**src/rtl/serial_transmit_pkg.sv**
```systemverilog
// Shared line-level constants and FSM state type for the serial transmitter.
package serial_transmit_pkg;

  localparam int WORD_W     = 8;
  localparam int FRAME_BITS = 10;

  localparam logic LINE_IDLE  = 1'b1;
  localparam logic LINE_START = 1'b0;
  localparam logic LINE_STOP  = 1'b0;

  typedef enum logic [1:0] {
    IDLE,
    START,
    DATA,
    STOP
  } tx_state_t;

endpackage

```
**src/rtl/serial_transmit_tx_fifo.sv**
```systemverilog
// Synchronous FIFO; full/empty come from the occupancy count, and a push is refused
// when full even if a pop happens in the same cycle.
module tx_fifo #(
  parameter int DEPTH = 4,
  parameter int WIDTH = 8,
  localparam int CNT_W = $clog2(DEPTH + 1),
  localparam int PTR_W = $clog2(DEPTH)
) (
  input  logic             clk,
  input  logic             rst_n,
  input  logic             i_push,
  input  logic [WIDTH-1:0] i_dat,
  input  logic             i_pop,
  output logic [WIDTH-1:0] o_dat,
  output logic             o_full,
  output logic             o_empty,
  output logic [CNT_W-1:0] o_count
);

  logic [WIDTH-1:0] r_mem [DEPTH];
  logic [PTR_W-1:0] r_wr_ptr;
  logic [PTR_W-1:0] r_rd_ptr;
  logic [CNT_W-1:0] r_count;
  logic             w_do_push;
  logic             w_do_pop;

  assign o_full    = (r_count == CNT_W'(DEPTH));
  assign o_empty   = (r_count == '0);
  assign o_count   = r_count;
  assign o_dat     = r_mem[r_rd_ptr];
  assign w_do_push = i_push && !o_full;
  assign w_do_pop  = i_pop && !o_empty;

  always_ff @(posedge clk or negedge rst_n) begin
    if (!rst_n) begin
      r_wr_ptr <= '0;
      r_rd_ptr <= '0;
      r_count  <= '0;
    end else begin
      if (w_do_push) r_wr_ptr <= r_wr_ptr + PTR_W'(1);
      if (w_do_pop)  r_rd_ptr <= r_rd_ptr + PTR_W'(1);
      case ({w_do_push, w_do_pop})
        2'b10:   r_count <= r_count + CNT_W'(1);
        2'b01:   r_count <= r_count - CNT_W'(1);
        default: r_count <= r_count;
      endcase
    end
  end

  // Storage needs no reset: the cleared count makes stale entries unreachable.
  always_ff @(posedge clk) begin
    if (w_do_push) r_mem[r_wr_ptr] <= i_dat;
  end

endmodule

```
**src/rtl/serial_transmit.sv**
```systemverilog
// Serial transmitter: start 0, 8 data bits MSB first, stop 0, idle 1; words queue in a FIFO
// and frames run back-to-back. txd is registered from the next state so it lines up with busy.
module serial_transmit
  import serial_transmit_pkg::*;
#(
  parameter int FIFO_DEPTH   = 4,
  parameter int CLKS_PER_BIT = 1
) (
  input  logic                              clk,
  input  logic                              rst,
  input  logic [WORD_W-1:0]                 data,
  input  logic                              data_valid,
  output logic                              data_ready,
  output logic                              txd,
  output logic                              busy,
  output logic                              frame_done,
  output logic [$clog2(FIFO_DEPTH+1)-1:0]   fifo_count
);

  localparam int              CYC_W     = (CLKS_PER_BIT > 1) ? $clog2(CLKS_PER_BIT) : 1;
  localparam logic [CYC_W-1:0] CYC_LAST = CYC_W'(CLKS_PER_BIT - 1);
  localparam int              DATA_BITS = FRAME_BITS - 2;
  localparam logic [2:0]      BIT_LAST  = 3'(DATA_BITS - 1);

  tx_state_t          r_state;
  logic [WORD_W-1:0]  r_shift;
  logic [2:0]         r_bit_cnt;
  logic [CYC_W-1:0]   r_cyc_cnt;
  logic               r_txd;

  tx_state_t          w_state_nxt;
  logic [WORD_W-1:0]  w_shift_nxt;
  logic [2:0]         w_bit_nxt;
  logic [CYC_W-1:0]   w_cyc_nxt;
  logic               w_txd_nxt;
  logic               w_cyc_end;
  logic               w_pop;
  logic               w_full;
  logic               w_empty;
  logic [WORD_W-1:0]  w_fifo_dat;

  tx_fifo #(
    .DEPTH (FIFO_DEPTH),
    .WIDTH (WORD_W)
  ) u_fifo (
    .clk     (clk),
    .rst_n   (rst),
    .i_push  (data_valid),
    .i_dat   (data),
    .i_pop   (w_pop),
    .o_dat   (w_fifo_dat),
    .o_full  (w_full),
    .o_empty (w_empty),
    .o_count (fifo_count)
  );

  assign w_cyc_end  = (r_cyc_cnt == CYC_LAST);
  assign data_ready = !w_full;
  assign txd        = r_txd;
  assign busy       = (r_state != IDLE);
  assign frame_done = (r_state == STOP) && w_cyc_end;

  always_ff @(posedge clk or negedge rst) begin
    if (!rst) begin
      r_state   <= IDLE;
      r_shift   <= '0;
      r_bit_cnt <= '0;
      r_cyc_cnt <= '0;
      r_txd     <= LINE_IDLE;
    end else begin
      r_state   <= w_state_nxt;
      r_shift   <= w_shift_nxt;
      r_bit_cnt <= w_bit_nxt;
      r_cyc_cnt <= w_cyc_nxt;
      r_txd     <= w_txd_nxt;
    end
  end

  always_comb begin
    w_state_nxt = r_state;
    w_shift_nxt = r_shift;
    w_bit_nxt   = r_bit_cnt;
    w_cyc_nxt   = w_cyc_end ? '0 : r_cyc_cnt + CYC_W'(1);
    w_pop       = 1'b0;

    case (r_state)
      IDLE: begin
        w_cyc_nxt = '0;
        if (!w_empty) begin
          w_pop       = 1'b1;
          w_shift_nxt = w_fifo_dat;
          w_state_nxt = START;
        end
      end
      START: begin
        if (w_cyc_end) begin
          w_state_nxt = DATA;
          w_bit_nxt   = '0;
        end
      end
      DATA: begin
        if (w_cyc_end) begin
          if (r_bit_cnt == BIT_LAST) begin
            w_state_nxt = STOP;
          end else begin
            w_shift_nxt = {r_shift[WORD_W-2:0], 1'b0};
            w_bit_nxt   = r_bit_cnt + 3'd1;
          end
        end
      end
      STOP: begin
        // A queued word starts its start bit right after this stop bit, with no idle gap.
        if (w_cyc_end) begin
          if (!w_empty) begin
            w_pop       = 1'b1;
            w_shift_nxt = w_fifo_dat;
            w_state_nxt = START;
          end else begin
            w_state_nxt = IDLE;
          end
        end
      end
      default: w_state_nxt = IDLE;
    endcase

    case (w_state_nxt)
      START:   w_txd_nxt = LINE_START;
      DATA:    w_txd_nxt = w_shift_nxt[WORD_W-1];
      STOP:    w_txd_nxt = LINE_STOP;
      default: w_txd_nxt = LINE_IDLE;
    endcase
  end

endmodule

```
**config.mk**
```make
export PLATFORM = sky130hd
export DESIGN_NAME = serial_transmit
export DESIGN_NICKNAME = d
export VERILOG_FILES = /design/src/rtl/serial_transmit_pkg.sv /design/src/rtl/serial_transmit_tx_fifo.sv /design/src/rtl/serial_transmit.sv
export SDC_FILE = /design/constraint.sdc
export NUM_CORES = 1
export LEC_CHECK = 0
export ABC_AREA = 1
export CAP_MARGIN = 20
export CORE_MARGIN = 8
export CORE_UTILIZATION = 40
export CTS_CLUSTER_SIZE = 12
export DETAILED_ROUTE_END_ITERATION = 7
export GPL_ROUTABILITY_DRIVEN = 0
export SYNTH_ARGS = -nofsm -noshare
export SYNTH_HDL_FRONTEND = slang
export SYNTH_HIERARCHICAL = 1
export SYNTH_SLANG_ARGS = --single-unit
```
**constraint.sdc**
```tcl
create_clock -name clk -period 4.4 [get_ports clk]
set_input_delay 0.88 -clock clk [delete_from_list [all_inputs] [get_ports clk]]
set_output_delay 0.88 -clock clk [all_outputs]
set_load 0.005 [all_outputs]
```
==> results.toml, run 1 <==
[logic_synthesis]
ys_async_sr_fraction_pct = 39.6
synthesis.area_um2 = 2610
yosysWarningCount = 6
synth_enable_flop_cells = 32
synth.yosys.seq_area_share_pct = 57.0
synthesis_stage_register_bit_count = 53
post_synthesis_cell_count = 262
synth_cell_types = 30
syn_area_per_cell_um2 = 9.96
synthFlopType = "edfxtp_1"
mappedNetlistNets = 287

[detailed_routing]
vias = 1639
routed_wire_length_per_instance_um = 12.5
uppermost_routed_layer = "met4"
firstDrtPassIters = 4
drt_drc_violations_left = 0
wl_met1_um = 2280
vias_per_cell = 4.54
met3_length_um = 94
drt_iter0_drc = 76
met2_wire_length_um = 2090
ant_nets = 0
routed_wirelength_um = 4530

[setup_path]
cpLargestDelayFamily = "buffers and inverters"
critPathLaunchType = "flip-flop"
crit_path_cells = "inv_1 > ha_1 > inv_1 > clkdlybuf4s50_1"
critPathSlowestCell = "clkdlybuf4s50_1"
cp.required_ns = 3.52
setup.worst_path.class = "reg -> out"
ff2ff_setup_slack_ns = 1.94
path_common_cell = "inv_1"
worst-path-max-fanout = 5
worst_r2r_end = "u_fifo/o_count[2]"
cp.buffers_inverters = 3
slowest_delay_ns = 0.49
worst_r2r_path_depth = 12
crit-reg2reg-launch = "r_state[0]"
setup.worst_path.end_class = "primary output"
timing.critical_path.arrival_ns = 1.66

[placed_design]
number_of_input_and_output_port_buffers_inserted = 17
dp.final_hpwl_um = 3450
placement.setup.worst_slack_ns = 1.87
placed_cells = 352

[sta]
worst-slew-pin-transition_ns = 0.707
fin_crit_ns = 2.54
slew_viol_final = 0
period_share_pct = 57.7
achievable-frequency_mhz = 394
final_total_negative_setup_slack_ns = 0
final-setup-viol-count = 0
final_critical_path_setup_slack_ns = 1.86
final_hold_viol_count = 0
rsz0062_at_grt = "no"
maxSlewHeadroom_pct = 52.7
skew_ns = 0.00708

[min_path]
hold_class = "reg -> reg"
min_delay_path_depth = 1
hp-start = "r_bit_cnt[0]"
hold_path_end = "r_bit_cnt[0]"

[cts]
cts_hold_buffers = 0
post_cts_resize_count = 0
htreeDepth = 2
numCtsBuffers = 5
cts-root-to-sink-buffers = 2
worstSkewPairLatency_ns = 0.31
clock-sinks = 53
cts.clk_slew.worst_paths_ns = 0.10
post-cts-setup-buffer-count = 0
clockRootBuffer = "clkbuf_8"
cts_tree = "yes"

[grt]
via_count_of_the_first_global_routing_pass = 1650
grt_first_pass_wirelength_um = 7890
globalRouteOverflowTotal = 0
grt_antenna_before_repair = 0
grt_use_total_pct = 9.99
grt_max_degree = 35

[cells_and_area]
layout_commonest_cell = "nand2_1"
area_delta_synth_final_pct = 12.8
fillers = 606
post_route_cells_drive_above_1_share_pct = 8.80
num_antenna_cells = 0
mostFrequentLayoutCells = "nand2_1, inv_1, edfxtp_1, dfrtp_1, clkdlybuf4s50_1"
nets = 308
stdcell_count = 361

[floorplan]
dieArea_um2 = 9370
chipWidth_um = 96.8
floorplan.initialDensity_pct = 41.3
row_count = 29
ios = 18
core_area_um2 = 6310
die_h_um = 96.8

[run_status]
run_status = "finished clean"

[run]
maxCapViolCount = 0

[power]
report.power.total_w = 0.00200
total_leakage_power_nw = 1.34
power_density_nw_per_um2 = 680
largest_voltage_drop_on_the_vdd_net_mv = 0.301
-- synthesized netlist by cell type (2+ instances only) --
| cell | number | share of area (%) |
|---|---|---|
| o21ai_2 | 6 | 2.0 |
| a22o_1 | 2 | 0.67 |
| nand3_1 | 8 | 1.5 |
| nand2_1 | 67 | 9.6 |
| o211ai_1 | 16 | 4.6 |
| nor2_1 | 12 | 1.7 |
| ha_1 | 13 | 6.2 |
| buf_6 | 2 | 0.86 |
| inv_1 | 53 | 7.6 |
| o21ai_0 | 10 | 1.9 |
| nand4_1 | 2 | 0.48 |
| edfxtp_1 | 32 | 37 |
| inv_2 | 3 | 0.43 |
| dfrtp_1 | 20 | 19 |
-- layout make-up --
type                       instances  area [um2]  area share (%)
clock inverter                     3        26.3           0.893
multi-input combinational        148         865            29.4
clock buffer                       5        68.8            2.34
timing repair buffer              18         185            6.29
sequential                        53        1490            50.6
tap                               77        96.3            3.27
inverter                          57         214            7.27
-- flip-flops by register name, indices dropped and copies added, names as in the netlist --
name             count
r_shift              8
txd                  1
r_bit_cnt            3
u_fifo/r_rd_ptr      2
u_fifo/r_mem        32
u_fifo/r_wr_ptr      2
u_fifo/o_count       3
r_state              2
-- metrics by stage --
step | instance area (um2) | hold WS (ns) | utilization [%]
after floorplan | 2610 | 0.449 | -
after global placement | 2830 | 0.468 | 44.9
after detailed placement | 2830 | 0.475 | 44.9
after CTS | 2930 | 0.487 | 46.4
after global routing | 2940 | 0.520 | 46.6
final | 2940 | 0.483 | 46.6
-- power breakdown --
part	switching (W)	internal (W)
Clock	0.000168	0.000116
Sequential	0.0000773	0.000686
Combinational	0.000598	0.000356
-- routing by layer --
| metal | vias to the layer above | track usage, % |
|---|---|---|
| met4 | 0 | 3.55 |
| met3 | 6 | 2.49 |
| met2 | 15 | 15.7 |
| li1 | 887 | - |
| met5 | - | 0 |
| met1 | 731 | 12.9 |
-- how the worst max path moves through the flow --
stage	from	endpoint	slack, ns	cells past startpoint
2_1_floorplan	r_state[0]	u_fifo/o_count[2]	2.20	12
3_5_place_dp	data_valid	u_fifo/o_count[2]	1.87	9
4_1_cts	r_state[0]	busy	1.84	4
6_report	r_state[0]	busy	1.86	4
5_1_grt	r_state[0]	u_fifo/o_count[2]	1.70	12
3_3_place_gp	data_valid	u_fifo/o_count[2]	1.92	9
-- kinds of logic (layout without fill, tap and decap cells) --
logic type | count (synthesis) | in the layout | share of synthesized area (%)
flops | 53 | 53 | 57.0
simple gates | 95 | 95 | 15.6
fa+ha+maj | 14 | 14 | 7.00
compound gates | 38 | 38 | 10.2
xor+xnor | 1 | 1 | 0.336
buf+inv | 61 | 83 | 9.88
Power figures use the tool's default switching activity.
==> run 2: changes to the inputs <==
clock period = 2.3 ns   (was 4.4 ns; I/O delays follow)
==> run 2 against run 1 <==
  * Clock skew is 0.0014 ns higher
  * Global-route usage is 0.091 points higher
  * Design area is 3.2% higher
  * Largest power group unchanged
  * First-iteration DRC count is 37% lower
==> results.toml, run 2 (synthesis gave the netlist of run 1 again) <==
[placed_design]
placement.setup.worst_slack_ns = 0.0210
number_of_input_and_output_port_buffers_inserted = 17
dp.final_hpwl_um = 3330

[power]
power.share.clock_pct = 13.7
power_density_nw_per_um2 = 1330
largest_voltage_drop_on_the_vdd_net_mv = 0.526
net_switching_fraction_of_the_power_pct = 41.7
seq_power_share_pct = 36.1
internal_power_w = 0.00235
p_comb_share_pct = 50.2
power_switching_w = 0.00168
total_leakage_power_nw = 1.39

[grt]
grt_max_degree = 35
grt_antenna_before_repair = 0
via_count_of_the_first_global_routing_pass = 1724
globalRouteOverflowTotal = 0
grt_use_total_pct = 10.1
grt_first_pass_wirelength_um = 7850

[cts]
cts_tree = "yes"
cts_hold_buffers = 0
cts-root-to-sink-buffers = 2
clockRootBuffer = "clkbuf_8"
cts.clk_slew.worst_paths_ns = 0.10
worstSkewPairLatency_ns = 0.31
clock-sinks = 53
numCtsBuffers = 5
htreeDepth = 2

[cells_and_area]
area_delta_synth_final_pct = 16.4
mostFrequentLayoutCells = "nand2_1, inv_1, edfxtp_1, dfrtp_1, clkdlybuf4s50_1"
layout_commonest_cell = "nand2_1"
top_register = "u_fifo/r_mem"
biggestRegsByFlops = "u_fifo/r_mem (32), r_shift (8)"
post_route_cells_drive_above_1_share_pct = 14.7
nets = 317
fin_util_pct = 48.1
num_antenna_cells = 0
largest_register_ffs = 32

[floorplan]
core_area_um2 = 6310
floorplan.initialDensity_pct = 41.3
row_count = 29
chipWidth_um = 96.8
die_h_um = 96.8
ios = 18
dieArea_um2 = 9370

[detailed_routing]
ant_nets = 0
routed_wire_length_per_instance_um = 12.2
routed_wirelength_um = 4500
firstDrtPassIters = 4
drt_iter0_drc = 48
vias = 1731
vias_per_cell = 4.68
drt_drc_violations_left = 0

[sta]
final_hold_viol_count = 0
final-setup-viol-count = 0
worst-slew-pin-transition_ns = 0.508
maxSlewHeadroom_pct = 66.1
slew_viol_final = 0
final_critical_path_setup_slack_ns = 0.195
rsz0062_at_grt = "yes"
fin_crit_ns = 2.10
period_share_pct = 91.5
achievable-frequency_mhz = 475
skew_ns = 0.00850

[run_status]
run_status = "finished clean"

[setup_path]
critPathLaunchType = "flip-flop"
worst-path-max-fanout = 4
timing.critical_path.arrival_ns = 2.34
setup.worst_path.class = "reg -> reg"
cp.required_ns = 2.54
setup.worst_path.end_class = "flip-flop"

[run]
maxCapViolCount = 0

[min_path]
hold_class = "in -> async"
==> run 2: changes by cell type in the layout (fill, tap and decap cells not counted), moves of 2 or more <==
cell | previous run | this run
ha_1 | 13 | 11
inv_2 | 3 | 5
buf_4 | 0 | 10
inv_1 | 53 | 51
==> run 2: path summary, 6_finish.rpt <==
kind / cells past startpoint / startpoint / slack (ns) / end
min in group clk: 1 / r_bit_cnt[0] / 0.49 / r_bit_cnt[0]
min reg2reg: 1 / r_bit_cnt[0] / 0.49 / r_bit_cnt[0]
max: 10 / r_state[0] / 0.20 / u_fifo/o_count[1]
max reg2reg: 10 / r_state[0] / 0.20 / u_fifo/o_count[1]
min: 1 / rst / 0.42 / r_shift[5]
max in group asynchronous: 2 / rst / 1.36 / u_fifo/o_count[0]
==> run 2: final cells by class <==
class                   instances  area (um2)
clock inverters                 3        28.8
well taps                      77        96.3
flip-flops and latches         53        1490
multi-input cells             148         897
inverters                      57         214
clock buffers                   5        68.8
fillers                       628        3280
repair buffers                 27         245
==> run 2: timing repair <==
item	in CTS	in global routing
pin swaps	0	2
buffers inserted	1	1
endpoints found under the setup margin	1	2
gates resized for setup	0	9
==> run 2: worst max-delay path: stages (launching register included) <==
cell and delay [ns]:
dfrtp_1 0.43, buf_4 0.15, ha_2 0.20, nor2_2 0.18, nor3_2 0.06, nand2_1 0.09
inv_1 0.05, ha_1 0.18, inv_1 0.11, fa_2 0.43, o21ai_0 0.15
==> run 2: power by group through the flow <==
stage | clock network, W | registers, W | logic (W)
final | 0.000553 | 0.00145 | 0.00203
after global routing | 0.000614 | 0.00148 | 0.00235
after CTS | 0.000577 | 0.00145 | 0.00198
after detailed placement | 0 | 0.00148 | 0.00195
after global placement | 0 | 0.00147 | 0.00193
after floorplan | 0 | 0.00144 | 0.00146
==> run 2: routing by layer <==
layer / track usage [%] / vias to the layer above / part of all wire [%]
li1: - / 903 / -
met1: 12.0 / 805 / 48
met2: 16.7 / 19 / 48
met3: 2.77 / 4 / 3.0
met4: 4.14 / 0 / 1.2
met5: 0 / - / 0
==> run 2: metrics by stage <==
step / cell area (um2) / std cells / setup TNS [ns] / total power, W / hold WS, ns
5_1_grt: 3040 / 370 / -0.0123 / 0.00445 / 0.437
6_report: 3040 / 370 / 0 / 0.00403 / 0.419
3_5_place_dp: 2890 / 360 / 0 / 0.00343 / 0.475
2_1_floorplan: 2610 / 262 / 0 / 0.00290 / 0.164
4_1_cts: 3000 / 369 / 0 / 0.00401 / 0.431
3_3_place_gp: 2890 / 360 / 0 / 0.00340 / 0.473
